## config.mk

```make
export PLATFORM = sky130hd
export DESIGN_NAME = fpga_robots_keycode_arbiter
export DESIGN_NICKNAME = d
export VERILOG_FILES = /design/src/rtl/fpga_robots_keycode_arbiter.sv
export SDC_FILE = /design/constraint.sdc
export NUM_CORES = 1
export LEC_CHECK = 0
export BUFFER_PORTS_ARGS = -buffer_cell sky130_fd_sc_hd__buf_2
export CORE_UTILIZATION = 65
export DETAILED_ROUTE_END_ITERATION = 10
export PLACE_DENSITY = 0.93
export SYNTH_ARGS = -nofsm -noshare
export SYNTH_HDL_FRONTEND = slang
export SYNTH_SLANG_ARGS = --single-unit
```

## constraint.sdc

```tcl
create_clock -name clk -period 8.1 [get_ports clk]
set_clock_uncertainty 0.15 [all_clocks]
set_input_delay 0.405 -clock clk [delete_from_list [all_inputs] [get_ports clk]]
set_output_delay 0.405 -clock clk [all_outputs]
set_load 0.1 [all_outputs]
```

## src/rtl/fpga_robots_keycode_arbiter.sv

```systemverilog
// Merges the PS/2 and serial key code streams into one strobe/data pair for the
// keyboard decoder, keeping E0/F0 prefix sequences atomic per source.
module fpga_robots_keycode_arbiter #(
  parameter int FIFO_AW        = 2,
  parameter int TIMEOUT_CYCLES = 100000,
  parameter int TO_W           = 17
) (
  input  logic       clk,
  input  logic       rst_n,
  input  logic [7:0] ps2_kc_dat,
  input  logic       ps2_kc_stb,
  input  logic [7:0] ser_kc_dat,
  input  logic       ser_kc_stb,
  output logic [7:0] kc_dat,
  output logic       kc_stb,
  output logic       kc_src,
  output logic       kc_abort,
  output logic       drop_ps2,
  output logic       drop_ser
);

  localparam int DEPTH = 1 << FIFO_AW;
  localparam logic SRC_PS2 = 1'b0;
  localparam logic SRC_SER = 1'b1;
  localparam logic [TO_W-1:0] TO_LAST = TO_W'(TIMEOUT_CYCLES - 1);

  typedef enum logic [1:0] {IDLE, LOCK_PS2, LOCK_SER} state_t;

  state_t          state, state_d;
  logic            last, last_d;
  logic [TO_W-1:0] to_cnt, to_d;
  logic            pop_ps2, pop_ser, abort_d;
  logic [7:0]      pop_dat;

  logic [7:0]       ps2_mem [DEPTH];
  logic [7:0]       ser_mem [DEPTH];
  logic [FIFO_AW:0] ps2_wr, ps2_rd, ser_wr, ser_rd;
  logic             ps2_empty, ps2_full, ser_empty, ser_full;
  logic             ps2_push, ser_push;
  logic [7:0]       ps2_head, ser_head;

  function automatic logic is_prefix(input logic [7:0] b);
    return (b == 8'hE0) || (b == 8'hF0);
  endfunction

  // Pointers carry one extra wrap bit so full and empty are distinguishable.
  assign ps2_empty = (ps2_wr == ps2_rd);
  assign ser_empty = (ser_wr == ser_rd);
  assign ps2_full  = (ps2_wr[FIFO_AW] != ps2_rd[FIFO_AW]) &&
                     (ps2_wr[FIFO_AW-1:0] == ps2_rd[FIFO_AW-1:0]);
  assign ser_full  = (ser_wr[FIFO_AW] != ser_rd[FIFO_AW]) &&
                     (ser_wr[FIFO_AW-1:0] == ser_rd[FIFO_AW-1:0]);
  assign ps2_head  = ps2_mem[ps2_rd[FIFO_AW-1:0]];
  assign ser_head  = ser_mem[ser_rd[FIFO_AW-1:0]];

  // A full FIFO still takes a byte when it is being popped in the same cycle.
  assign ps2_push = ps2_kc_stb && (!ps2_full || pop_ps2);
  assign ser_push = ser_kc_stb && (!ser_full || pop_ser);

  always_ff @(posedge clk) begin
    if (ps2_push) ps2_mem[ps2_wr[FIFO_AW-1:0]] <= ps2_kc_dat;
    if (ser_push) ser_mem[ser_wr[FIFO_AW-1:0]] <= ser_kc_dat;
  end

  always_ff @(posedge clk or negedge rst_n) begin
    if (!rst_n) begin
      ps2_wr <= '0;
      ps2_rd <= '0;
      ser_wr <= '0;
      ser_rd <= '0;
    end else begin
      if (ps2_push) ps2_wr <= ps2_wr + 1'b1;
      if (pop_ps2)  ps2_rd <= ps2_rd + 1'b1;
      if (ser_push) ser_wr <= ser_wr + 1'b1;
      if (pop_ser)  ser_rd <= ser_rd + 1'b1;
    end
  end

  always_ff @(posedge clk or negedge rst_n) begin
    if (!rst_n) begin
      state  <= IDLE;
      last   <= SRC_SER;
      to_cnt <= '0;
    end else begin
      state  <= state_d;
      last   <= last_d;
      to_cnt <= to_d;
    end
  end

  always_comb begin
    state_d = state;
    last_d  = last;
    to_d    = '0;
    pop_ps2 = 1'b0;
    pop_ser = 1'b0;
    abort_d = 1'b0;
    pop_dat = 8'h00;
    case (state)
      IDLE: begin
        if (!ps2_empty && (ser_empty || last == SRC_SER)) begin
          pop_ps2 = 1'b1;
          pop_dat = ps2_head;
        end else if (!ser_empty) begin
          pop_ser = 1'b1;
          pop_dat = ser_head;
        end
        if (pop_ps2 || pop_ser) begin
          if (is_prefix(pop_dat)) state_d = pop_ser ? LOCK_SER : LOCK_PS2;
          else                    last_d  = pop_ser;
        end
      end
      LOCK_PS2, LOCK_SER: begin
        if (state == LOCK_PS2 && !ps2_empty) begin
          pop_ps2 = 1'b1;
          pop_dat = ps2_head;
        end else if (state == LOCK_SER && !ser_empty) begin
          pop_ser = 1'b1;
          pop_dat = ser_head;
        end
        if (pop_ps2 || pop_ser) begin
          if (!is_prefix(pop_dat)) begin
            state_d = IDLE;
            last_d  = pop_ser;
          end
        end else if (to_cnt == TO_LAST) begin
          // Stalled mid-sequence: release the lock and let the decoder reset.
          abort_d = 1'b1;
          state_d = IDLE;
          last_d  = (state == LOCK_SER);
        end else begin
          to_d = to_cnt + 1'b1;
        end
      end
      default: state_d = IDLE;
    endcase
  end

  always_ff @(posedge clk or negedge rst_n) begin
    if (!rst_n) begin
      kc_dat   <= 8'h00;
      kc_stb   <= 1'b0;
      kc_src   <= 1'b0;
      kc_abort <= 1'b0;
      drop_ps2 <= 1'b0;
      drop_ser <= 1'b0;
    end else begin
      kc_stb   <= pop_ps2 || pop_ser;
      if (pop_ps2 || pop_ser) begin
        kc_dat <= pop_dat;
        kc_src <= pop_ser;
      end
      kc_abort <= abort_d;
      drop_ps2 <= ps2_kc_stb && !ps2_push;
      drop_ser <= ser_kc_stb && !ser_push;
    end
  end

endmodule

```

* Yosys cells after proc, flatten, opt, wreduce, memory -nomap -nowiden
Memory sizes are Yosys's and may differ from the RTL's. Cells that the tools add are included.
Storage, ports and cells: bits in registers 45, bits in writable memories 64, input bits 20, output and inout bits 13, memories kept 2
Memories:
- ps2_mem | words 4, width 8, read ports 1, clocked after memory_dff 0, wr ports 1, line 35 | logic [7:0] ps2_mem [DEPTH];
- ser_mem | words 4, width 8, read ports 1, clocked after memory_dff 0, wr ports 1, line 36 | logic [7:0] ser_mem [DEPTH];
Cells by class: $add $sub $neg 5, equality and inequality tests 18, multiplexer cells 42, reductions and logical operators 28
Operators by type and width (number):
- 17-bit 2-to-1 mux | 3
- 8-bit 2-to-1 mux | 6
- 8-bit equality test, second input constant | 4
- 1-bit 2-to-1 mux | 22
- 17-bit by 1-bit adder with 17-bit output, second input constant | 1
- 17-bit equality test, second input constant | 1
- 8-bit case mux with 2 select lines | 1
- 3-bit by 1-bit adder with 3-bit output, second input constant | 4
- 2-bit 2-to-1 mux | 6
- 1-bit logical AND | 9
- 1-bit logical OR | 8
- 3-bit equality test | 2
- 1-bit zero test | 6
- 2-bit != test, second input constant | 3
- 3-bit != test, second input constant | 2
- 1-bit case mux with 2 select lines | 3
- 5-bit AND reduction | 1
- 2-bit equality test | 2
- 2-bit case mux with 2 select lines | 1
- 4-bit AND reduction | 1
- 2-bit by 1-bit equality test with 1-bit output, second input constant | 1
- 2-bit equality test, second input constant | 1
- 2-bit zero test | 1
- 1-bit != test | 2
- other kinds (2) | 2

* Longest topological paths before layout
depth after elaboration 11, depth in mapped cells 10

* Worst setup path before layout
OpenSTA, ideal clock, no wires.
path kind register -> register, from register ps2_rd[0], to memory ps2_mem[3][0] (enable), data arrival time 2.207 ns, path slack 5.368 ns, cell stages (with the launch flop) 8, cell sequence dfrtp_1 buf_6 xor2_2 or3_1 nand3_1 a21oi_1 o21ai_1 nor2_1
On the way: word-level cells in the longest chain between the ends 10
Ends and longest elaborated chain:
- start, declared | line 37 | logic [FIFO_AW:0] ps2_wr, ps2_rd, ser_wr, ser_rd;
- start signal, assigned | line 73 | if (pop_ps2) ps2_rd <= ps2_rd + 1'b1;
- 3-bit equality test | line 47 | assign ps2_empty = (ps2_wr == ps2_rd);
- 1-bit zero test | line 101, 114
- 1-bit logical AND (on tied branches) | line 114, 101
- 1-bit 2-to-1 mux (on tied branches) | line 114, 101
- 1-bit 2-to-1 mux | line 99 | case (state)
- 1-bit case mux with 2 select lines | line 99
- 1-bit logical OR (*) | line 57 | assign ps2_push = ps2_kc_stb && (!ps2_full || pop_ps2);
- 1-bit logical AND (*) | line 57
- 1-bit 2-to-1 mux (*) | line 61 | if (ps2_push) ps2_mem[ps2_wr[FIFO_AW-1:0]] <= ps2_kc_dat;
- 1-bit 2-to-1 mux (not written as such) (*) | line 61
- end, declared | line 35
Mark *: on every way between the ends. The rest lies on a longest branch, timed or not. The select of a mux whose other input is x is not followed.

* Worst setup path in the final report
from register ps2_rd[0], to memory ps2_mem[3][5] (enable)
Same word-level chain as after synthesis.

==> reports/results.txt <==
Crit path required time: 7.97 ns
Buffers on Ports: 32
Die ar.: 0.008064 mm^2
drt pass-1 iters: 5
Area Growth Syn to Fin: 8.390%
critical path arrival: 3.43 ns
total inserted antenna cells: 0
power per cell area: 435.6 mW/mm^2
total grt overflow: 0
peak fanout along the critical path: 11
Tcrit/Tclk final: 43.94%
fin. max-slew vios: 0
critical path's slowest cell: dfrtp_1
Yosys top cell by area: edfxtp_1
cell family with most CP delay: simple AND/OR/NAND/NOR gates
Placed Instances: 476
dpl ws: 4.530 ns
Synth async-reset ratio: 41.28%
DRC Markers: 0
Routed WL per cell: 20.38 um
CP max stage delay: 0.74 ns
max cap viols: 0
Buf/Inv on CP: 0
Inserted Clock Buffers: 9
nets: 423
Setup violations, final: 0
Placer Congestion: 0.8989
Seq cells post-synth: 109
DR vias: 3,164
EDFF count, synth: 64
drt initial violations: 278
largest net degree at the start of global routing: 46
Core Region: 0.007370 mm^2
RSZ-0062 raised after global routing: false
cts hold-fix bufs: 0
post-route ant nets: 0
Yosys top cell area share: 38.35%
status: finished clean
# Post-CTS Setup Buffers: 0
Setup TNS: 0 ns
Worst Setup Path Type: reg2reg
hpwl dp: 7.252 mm
worst hold path class: in2async
Worst setup EP type: flip-flop
CTS root buf: clkbuf_8
Starting Density: 68.00%
Layout Cells excl Fill: 492
final hold slack: 0.02745 ns
yosys warns: 0
Syn Inst Count: 357
Syn Nets: 392
Chip Width: 89.80 um
Routed WL: 10.03 mm
Slew headroom: 34.50%
cell area after synthesis: 0.005011 mm^2
Total Routing Usage GR: 26.87%
Top Ports: 33
share of layout cells above drive strength 1: 19.34%
vias per cell: 6.431
clk sinks: 109
H-tree levels: 3
most area-consuming cells after synthesis: edfxtp_1 (38%), dfrtp_1 (22%), mux4_2 (5.4%), ha_1 (3.7%), xor2_1 (3.0%)
most numerous cell in the Yosys netlist: edfxtp_1
first-pass GRT wire length: 16.07 mm
Synth top cells by count: edfxtp_1 (64), dfrtp_1 (44), nor2_1 (33)
Main synth FF type: edfxtp_1
post-synthesis sequential area ratio: 60.85%
startpoint class of the critical path: flip-flop
worst-case clock buffer depth: 2
clock slew at reported path FFs: 0.12 ns
worst-margin pin slew: 0.9825 ns
initial antenna violation count: 0
Synth cell types: 57
final hold viol count: 0
CTS resizes: 0
Max Clk Rate: 281.0 MHz
Synth Area per Inst: 14.04 um^2
post-route worst setup slack: 4.541 ns
crit path cell chain: xor2_2, or3_1, nand3_1, a21oi_1, o21ai_1, nor2_1
Skew-Pair Late Insertion Delay: 0.38 ns
peak supply drop: 0.2228 mV
Tmin final: 3.559 ns
Static Leak: 0.002069 uW
CTS tree: done
Rows: 31
vias in the first global route: 3,087
die height: 89.80 um
## metal layers
metal,vias to the layer above,global-route usage [%],wire (um)
met5,-,0,0
met4,0,10.11,265
met3,35,6.853,757
met2,165,43.59,4989
met1,1566,35.37,4013
li1,1398,-,-
## state kept, by name, summed over array words and instances, names as in the netlist
name,flops
ps2_mem,32
ser_mem,32
to_cnt,17
kc_dat,8
ps2_rd,3
ps2_wr,3
ser_rd,3
ser_wr,3
state,2
drop_ps2,1
drop_ser,1
kc_abort,1
kc_src,1
kc_stb,1
last,1
## kinds of logic after synthesis
group / after synthesis / share of synthesized area, %
AOI/OAI and AO/OA: 52 / 7.915
buffers and inverters: 26 / 2.422
and+or+nand+nor: 104 / 10.69
DFF: 109 / 60.85
muxes: 21 / 8.689
xor gates and xnor gates: 30 / 5.693
adders and majority gates: 15 / 3.745
## power by group
part	switching (uW)	internal [uW]	total, uW
Clock	208	125	334
Combinational	753	399	1150
Sequential	131	750	880
## path summary, 6_finish.rpt
kind | to | depth (start not counted) | slack, ns | start
min | kc_dat[1] | 1 | 0.03 | rst_n
min in group clk | ser_mem[0][6] | 1 | 0.08 | ser_kc_dat[6]
min reg2reg | to_cnt[0] | 1 | 0.35 | to_cnt[0]
max | ps2_mem[3][5] | 6 | 4.54 | ps2_rd[0]
max reg2reg | ps2_mem[3][5] | 6 | 4.54 | ps2_rd[0]
max in group asynchronous | state[1] | 1 | 7.17 | rst_n
## per-stage QoR
| step | utilization, % | total power [uW] | area [um^2] |
|---|---|---|---|
| finish | 73.70 | 2366 | 5431 |
| global route | 73.70 | 2492 | 5431 |
| CTS | 73.70 | 2355 | 5431 |
| detailed placement | 70.92 | 2020 | 5226 |
| global placement | 70.92 | 1970 | 5226 |
| floorplan | - | 1788 | 5011 |
## area by class of cell
cell class / count / area (um^2)
clock buffer: 9 / 123.9
inverter: 14 / 52.55
fill: 476 / 1938
clock inverter: 7 / 81.33
tap: 99 / 123.9
sequential: 109 / 3049
multi-input combinational: 222 / 1841
timing repair buffer: 32 / 160.2
## placed cells by master, fill, tap and decap left out, types with 3 or more instances in the layout
master     n
edfxtp_1  64
inv_1     14
xnor2_1   10
a32o_1     3
a31oi_1    3
nor2_1    33
nand4_1    9
or3_1      4
buf_2     32
ha_1      15
nor3_1     4
a22o_1     5
xor2_2     3
dfrtp_1   44
a21oi_1    9
o31a_1     6
nand3_1   10
mux4_2    12
a22oi_1    6
mux4_1     4
mux2_2     4
nand2_1   18
o21ai_0    5
and3_1     3
xor2_1    17
clkbuf_8   9
and2_1     6
(Power assumes the default switching activity.)
